File: config.mk
export PLATFORM = sky130hd
export DESIGN_NAME = chip_7458_tester_flat
export DESIGN_NICKNAME = d
export VERILOG_FILES = /design/src/rtl/chip_7458_pkg.sv /design/src/rtl/chip_7458_if.sv /design/src/rtl/chip_7458_golden.sv /design/src/rtl/chip_7458_tester.sv /design/src/flat_wrapper.sv
export SDC_FILE = /design/constraint.sdc
export NUM_CORES = 1
export LEC_CHECK = 0
export ABC_AREA = 1
export CORE_MARGIN = 4
export CORE_UTILIZATION = 40
export CTS_CLUSTER_DIAMETER = 150
export DETAILED_ROUTE_END_ITERATION = 12
export GPL_TIMING_DRIVEN = 0
export HOLD_SLACK_MARGIN = 0.06
export PLACE_DENSITY = 0.69
export RECOVER_POWER = 25
export SLEW_MARGIN = 0
export SYNTH_ARGS = -nofsm -noshare
export SYNTH_HDL_FRONTEND = slang
export SYNTH_HIERARCHICAL = 1
export SYNTH_SLANG_ARGS = --single-unit
File: constraint.sdc
create_clock -name clk -period 6.7 [get_ports clk]
set_clock_uncertainty 0.15 [all_clocks]
set_input_delay 1.675 -clock clk [delete_from_list [all_inputs] [get_ports clk]]
set_output_delay 1.675 -clock clk [all_outputs]
set_load 0.01 [all_outputs]
File: src/rtl/chip_7458_pkg.sv
// Shared types and constants for the 7458 pin-level exerciser.
// Vector layout: p1 pins occupy the low field, p2 pins the high field.
package chip_7458_pkg;

  typedef enum logic [2:0] {
    ST_IDLE,
    ST_DRIVE,
    ST_SETTLE,
    ST_SAMPLE,
    ST_DONE
  } state_t;

  localparam int NUM_VECTORS = 1024;
  localparam int VEC_W       = 10;
  localparam int P1_LSB      = 0;
  localparam int P1_W        = 6;
  localparam int P2_LSB      = 6;
  localparam int P2_W        = 4;
  localparam int ERR_W       = 11;

endpackage

File: src/rtl/chip_7458_if.sv
// Pin bundle between the exerciser (master) and the 7458 model (slave).
interface chip_7458_if;
  import chip_7458_pkg::*;

  logic [P1_W-1:0] p1_drv;
  logic [P2_W-1:0] p2_drv;
  logic            p1y_in;
  logic            p2y_in;

  modport master (output p1_drv, output p2_drv, input p1y_in, input p2y_in);
  modport slave  (input p1_drv, input p2_drv, output p1y_in, output p2y_in);

endinterface

File: src/rtl/chip_7458_golden.sv
// Combinational expected outputs of a fault-free 7458 for the given pin values.
module chip_7458_golden
  import chip_7458_pkg::*;
(
  input  logic [P1_W-1:0] p1_drv,
  input  logic [P2_W-1:0] p2_drv,
  output logic            exp1,
  output logic            exp2
);

  // p1: {f,e,d,c,b,a}, p2: {d,c,b,a}
  assign exp1 = (&p1_drv[2:0]) | (&p1_drv[5:3]);
  assign exp2 = (&p2_drv[1:0]) | (&p2_drv[3:2]);

endmodule

File: src/rtl/chip_7458_tester.sv
// Walks all 1024 input combinations into a 7458, waits SETTLE_CYCLES, samples
// both outputs against the golden model and accumulates error statistics.
module chip_7458_tester
  import chip_7458_pkg::*;
#(
  parameter int SETTLE_CYCLES = 2
) (
  input  logic              clk,
  input  logic              rst,
  input  logic              start,
  chip_7458_if.master       pins,
  output logic              busy,
  output logic              done,
  output logic              pass,
  output logic [ERR_W-1:0]  err_count,
  output logic [VEC_W-1:0]  first_fail_vec,
  output logic              first_fail_valid
);

  localparam logic [3:0] SETTLE_LAST =
    (SETTLE_CYCLES == 0) ? 4'd0 : 4'(SETTLE_CYCLES - 1);

  state_t           state_q, state_d;
  logic [VEC_W-1:0] vec_q;
  logic [3:0]       settle_q;
  logic [ERR_W-1:0] err_q;
  logic [VEC_W-1:0] ffv_q;
  logic             ffvalid_q;

  logic             active;
  logic             last_vec;
  logic             exp1, exp2;
  logic             mismatch;
  logic [P1_W-1:0]  p1_w;
  logic [P2_W-1:0]  p2_w;

  assign active   = (state_q == ST_DRIVE) || (state_q == ST_SETTLE) ||
                    (state_q == ST_SAMPLE);
  assign last_vec = (vec_q == VEC_W'(NUM_VECTORS - 1));

  // Pins are parked low whenever no run is in progress.
  assign p1_w        = active ? vec_q[P1_LSB +: P1_W] : '0;
  assign p2_w        = active ? vec_q[P2_LSB +: P2_W] : '0;
  assign pins.p1_drv = p1_w;
  assign pins.p2_drv = p2_w;

  chip_7458_golden u_golden (
    .p1_drv (p1_w),
    .p2_drv (p2_w),
    .exp1   (exp1),
    .exp2   (exp2)
  );

  assign mismatch = (pins.p1y_in != exp1) || (pins.p2y_in != exp2);

  always_ff @(posedge clk or posedge rst) begin
    if (rst) state_q <= ST_IDLE;
    else     state_q <= state_d;
  end

  always_comb begin
    state_d = state_q;
    case (state_q)
      ST_IDLE, ST_DONE: if (start) state_d = ST_DRIVE;
      ST_DRIVE:         state_d = (SETTLE_CYCLES == 0) ? ST_SAMPLE : ST_SETTLE;
      ST_SETTLE:        if (settle_q == SETTLE_LAST) state_d = ST_SAMPLE;
      ST_SAMPLE:        state_d = last_vec ? ST_DONE : ST_DRIVE;
      default:          state_d = ST_IDLE;
    endcase
  end

  always_ff @(posedge clk or posedge rst) begin
    if (rst) begin
      vec_q     <= '0;
      settle_q  <= '0;
      err_q     <= '0;
      ffv_q     <= '0;
      ffvalid_q <= 1'b0;
    end else begin
      case (state_q)
        ST_IDLE, ST_DONE: begin
          if (start) begin
            vec_q     <= '0;
            err_q     <= '0;
            ffv_q     <= '0;
            ffvalid_q <= 1'b0;
          end
        end
        ST_DRIVE:  settle_q <= '0;
        ST_SETTLE: settle_q <= settle_q + 4'd1;
        ST_SAMPLE: begin
          // Only the earliest failure is kept; later ones just count.
          if (mismatch) begin
            err_q <= err_q + ERR_W'(1);
            if (!ffvalid_q) begin
              ffv_q     <= vec_q;
              ffvalid_q <= 1'b1;
            end
          end
          if (!last_vec) vec_q <= vec_q + VEC_W'(1);
        end
        default: ;
      endcase
    end
  end

  assign busy             = active;
  assign done             = (state_q == ST_DONE);
  assign pass             = done && (err_q == '0);
  assign err_count        = err_q;
  assign first_fail_vec   = ffv_q;
  assign first_fail_valid = ffvalid_q;

endmodule

File: src/flat_wrapper.sv
// flat-port wrapper written by rule: the top's interface ports become plain ports
module chip_7458_tester_flat import chip_7458_pkg::*;
#(
  parameter int SETTLE_CYCLES = 2
)
  (clk, rst, start, busy, done, pass, err_count, first_fail_vec, first_fail_valid, pins_p1_drv, pins_p2_drv, pins_p1y_in, pins_p2y_in);
  chip_7458_if pins_i ();
  input  logic clk;
  input  logic rst;
  input  logic start;
  output logic busy;
  output logic done;
  output logic pass;
  output logic [ERR_W-1:0] err_count;
  output logic [VEC_W-1:0] first_fail_vec;
  output logic first_fail_valid;
  output wire logic [$bits(pins_i.p1_drv)-1:0] pins_p1_drv;
  output wire logic [$bits(pins_i.p2_drv)-1:0] pins_p2_drv;
  input wire logic [$bits(pins_i.p1y_in)-1:0] pins_p1y_in;
  input wire logic [$bits(pins_i.p2y_in)-1:0] pins_p2y_in;
  assign pins_p1_drv = pins_i.p1_drv;
  assign pins_p2_drv = pins_i.p2_drv;
  assign pins_i.p1y_in = pins_p1y_in;
  assign pins_i.p2y_in = pins_p2y_in;
  chip_7458_tester #(.SETTLE_CYCLES(SETTLE_CYCLES)) u_core (.clk(clk), .rst(rst), .start(start), .pins(pins_i), .busy(busy), .done(done), .pass(pass), .err_count(err_count), .first_fail_vec(first_fail_vec), .first_fail_valid(first_fail_valid));
endmodule
==> out/results.tsv <==
stage	metric	value	unit
outcome	status	complete, no violations	
global_routing	grt total ovfl	0	
floorplanning	Ports	40	
logic_synthesis	cell area after synthesis	2180	µm²
finish	Final #Nets	349	
clocking	Clk Latency, worst-skew pair	290	ps
clocking	clock sink total	39	
floorplanning	Site Rows	26	
sta	Max Slew Vio Count	0	
worst_setup_path	crit path max fanout	10	
worst_setup_path	WP data required	4880	ps
global_routing	vias in the first global route	1911	
logic_synthesis	flop and latch count out of synthesis	39	
logic_synthesis	multiplexer area fraction after synthesis	0.00459	
clocking	Inserted Clock Buffers	5	
floorplanning	Die Ht	81.9	µm
floorplanning	Die Footprint	6700	µm²
finish	area growth from synthesis to layout	26.9	%
worst_setup_path	CP startpoint kind	flop	
floorplanning	DIE WIDTH	81.9	µm
sta	post-route setup TNS	0	ps
clocking	clk slew on worst S/H paths	80	ps
routing	final wirelength	5.06	mm
worst_setup_path	Worst Path Arrival	2020	ps
sta	minimum clock period	3840	ps
worst_setup_path	Setup Crit Path Kind	reg -> out	
finish	Finished Layout Cells	410	
placement	GPL Wtd Cong	0.840	
logic_synthesis	Unique masters post-synth	29	
clocking	CTS tree	yes	
power	Worst VDD drop	0.178	mV
power	Pwr Density	330	nW/µm²
clocking	Post-CTS Setup Inserts	0	
routing	drt wl/cell	12.3	µm
power	Static Leak	1.29	nW
routing	vias	2014	
logic_synthesis	syn_nets	303	
logic_synthesis	Synth Area in Simple Gates	0.366	
job	max cap viols	0	
logic_synthesis	cells after synthesis	293	
logic_synthesis	post-synthesis compound-gate area fraction	0.0677	
logic_synthesis	Syn. warnings	6	
global_routing	largest net degree at the start of global routing	40	
placement	PortBufs	39	
logic_synthesis	Syn Area/Cell	7.45	µm²
logic_synthesis	sequential fraction of the synthesis area	0.447	
logic_synthesis	largest family of logic cells by synthesized area	simple AND/OR/NAND/NOR gates	
worst_setup_path	crit path capture type	primary output	
sta	Final setup viols	0	
clocking	number of gates resized after cts	0	
floorplanning	Initial Util	0.419	
logic_synthesis	Synth Area in XOR/XNOR	0.0120	
global_routing	first-pass GRT wire length	8.75	mm
worst_hold_path	path category of the worst min-delay check	reg -> reg	
routing	DRT antenna net count	0	
routing	DR DRC count	0	
clocking	H-tree Lvls	2	
global_routing	All-Layer GR Usage	0.168	
clocking	Root Buffer	clkbuf_8	
clocking	Hold Buf Count CTS	0	
sta	final hold viol count	0	
logic_synthesis	post-synthesis adder-cell area fraction	0.0287	
sta	RSZ-0062 raised after global routing	false	
sta	final period utilization	0.574	
sta	relative slew slack	0.0199	
clocking	Clock Tree Buf Depth	2	
floorplanning	core area	5200	µm²
finish	# diodes	0	
routing	Pre-Repair DR Iteration Count	4	
placement	DP HPWL	3.71	mm
global_routing	initial antenna violation count	0	
sta	Max Freq	260	MHz
sta	Worst Max-Slew Pin Slew	1470	ps
placement	DP Cell Count	402	
routing	via/cell ratio	4.91	
finish	fraction of layout cells with a size suffix above 1	0.0706	
routing	starting DRC count in detailed routing	145	
## layer usage
metal | vias to the layer above | global-route usage | share of wire
li1 | 1042 | - | -
met1 | 924 | 0.229 | 0.49
met2 | 44 | 0.264 | 0.46
met3 | 4 | 0.0362 | 0.043
met4 | 0 | 0.0548 | 0.0085
met5 | - | 0 | 0
## state kept, by name, summed over array words and instances, names as in the netlist
signal,flops
u_core/first_fail_valid,1
u_core/err_count,11
u_core/state_q,3
u_core/vec_q,10
u_core/first_fail_vec,10
u_core/settle_q,4
## path summary, 6_finish.rpt
check                                                          start                                   end  slack (ps)  depth (start not counted)
worst max-delay path                   u_core/state_q[0]$_DFFE_PP0P_                        pins_p1_drv[0]        2860                          6
worst min-delay path            u_core/first_fail_vec[8]$_DFFE_PP0P_  u_core/first_fail_vec[8]$_DFFE_PP0P_         330                          2
worst max register to register         u_core/state_q[0]$_DFFE_PP0P_       u_core/err_count[3]$_DFFE_PP0P_        4090                         13
worst min register to register  u_core/first_fail_vec[8]$_DFFE_PP0P_  u_core/first_fail_vec[8]$_DFFE_PP0P_         330                          2
max in group asynchronous                                        rst       u_core/err_count[6]$_DFFE_PP0P_        3440                          2
min in group asynchronous                                        rst       u_core/err_count[0]$_DFFE_PP0P_        2100                          2
## Yosys cell counts
master / number / share of area
a21oi_1: 3 / 0.0069
a21oi_4: 1 / 0.0075
a31oi_1: 1 / 0.0029
buf_4: 1 / 0.0034
buf_6: 2 / 0.010
clkbuf_1: 1 / 0.0017
dfrtp_1: 39 / 0.45
ha_1: 5 / 0.029
inv_1: 32 / 0.055
inv_4: 1 / 0.0029
mux2i_1: 1 / 0.0046
nand2_1: 92 / 0.16
nand2_2: 4 / 0.011
nand3_1: 36 / 0.083
nand3_2: 2 / 0.0092
nand3b_1: 2 / 0.0069
nand4_1: 6 / 0.017
nor2_1: 31 / 0.053
nor2_2: 1 / 0.0029
nor2_4: 1 / 0.0052
nor3_1: 1 / 0.0023
nor4_1: 2 / 0.0057
o21ai_0: 18 / 0.041
o21ai_1: 1 / 0.0023
o22ai_1: 1 / 0.0029
o32ai_1: 1 / 0.0040
or2_2: 4 / 0.011
xnor2_1: 2 / 0.0080
xor2_1: 1 / 0.0040
## final cells by class
class,count,area [µm²]
well taps,70,87.6
flip-flops and latches,39,976
clock inverters,3,43.8
fillers,526,2430
clock buffers,5,68.8
plain buffers,4,33.8
inverters,33,126
multi-input cells,217,1040
repair buffers,39,390
## where the power goes
part | switching, mW | internal (mW)
Clock | 0.0889 | 0.111
Combinational | 0.227 | 0.150
Sequential | 0.0531 | 0.284
## cells by family (layout without fill, tap and decap cells)
kind of cell               after synthesis  in the layout
AOI/OAI and AO/OA                       26             26
xor gates and xnor gates                 3              3
adders and majority gates                5              5
buffers and inverters                   37             84
DFF                                     39             39
muxes                                    1              1
and+or+nand+nor                        182            182
## worst max-delay path, stage by stage (launching register included)
cell and delay (ps):
dfrtp_1 430, nor2_1 190, nor2_1 80, inv_1 70, clkbuf_1 340, nor2_1 130, clkdlybuf4s50_1 500
## stage by stage
stage                     utilization  total power [mW]  area [µm²]  setup WS, ps  hold WS [ps]
after floorplan                     -             0.577        2180          3740           348
after global placement          0.511             0.711        2660          3080           307
after detailed placement        0.511             0.719        2660          3200           311
after CTS                       0.533             0.920        2770          2850           332
after global routing            0.532             0.979        2770          2680           354
final                           0.532             0.914        2770          2860           326
## cells in the final DEF (no fill, tap or decap), drive strengths merged
cell,n
nor4,2
mux2i,1
clkdlybuf4s50,37
nor3,1
a31oi,1
bufinv,1
o21ai,19
buf,3
or2,4
xor2,1
nand4,6
nor2,33
nand3b,2
dlygate4sd3,2
a21oi,4
xnor2,2
o22ai,1
o32ai,1
nand3,38
nand2,96
inv,33
dfrtp,39
clkbuf,6
clkinv,2
ha,5
(Power assumes the default switching activity.)
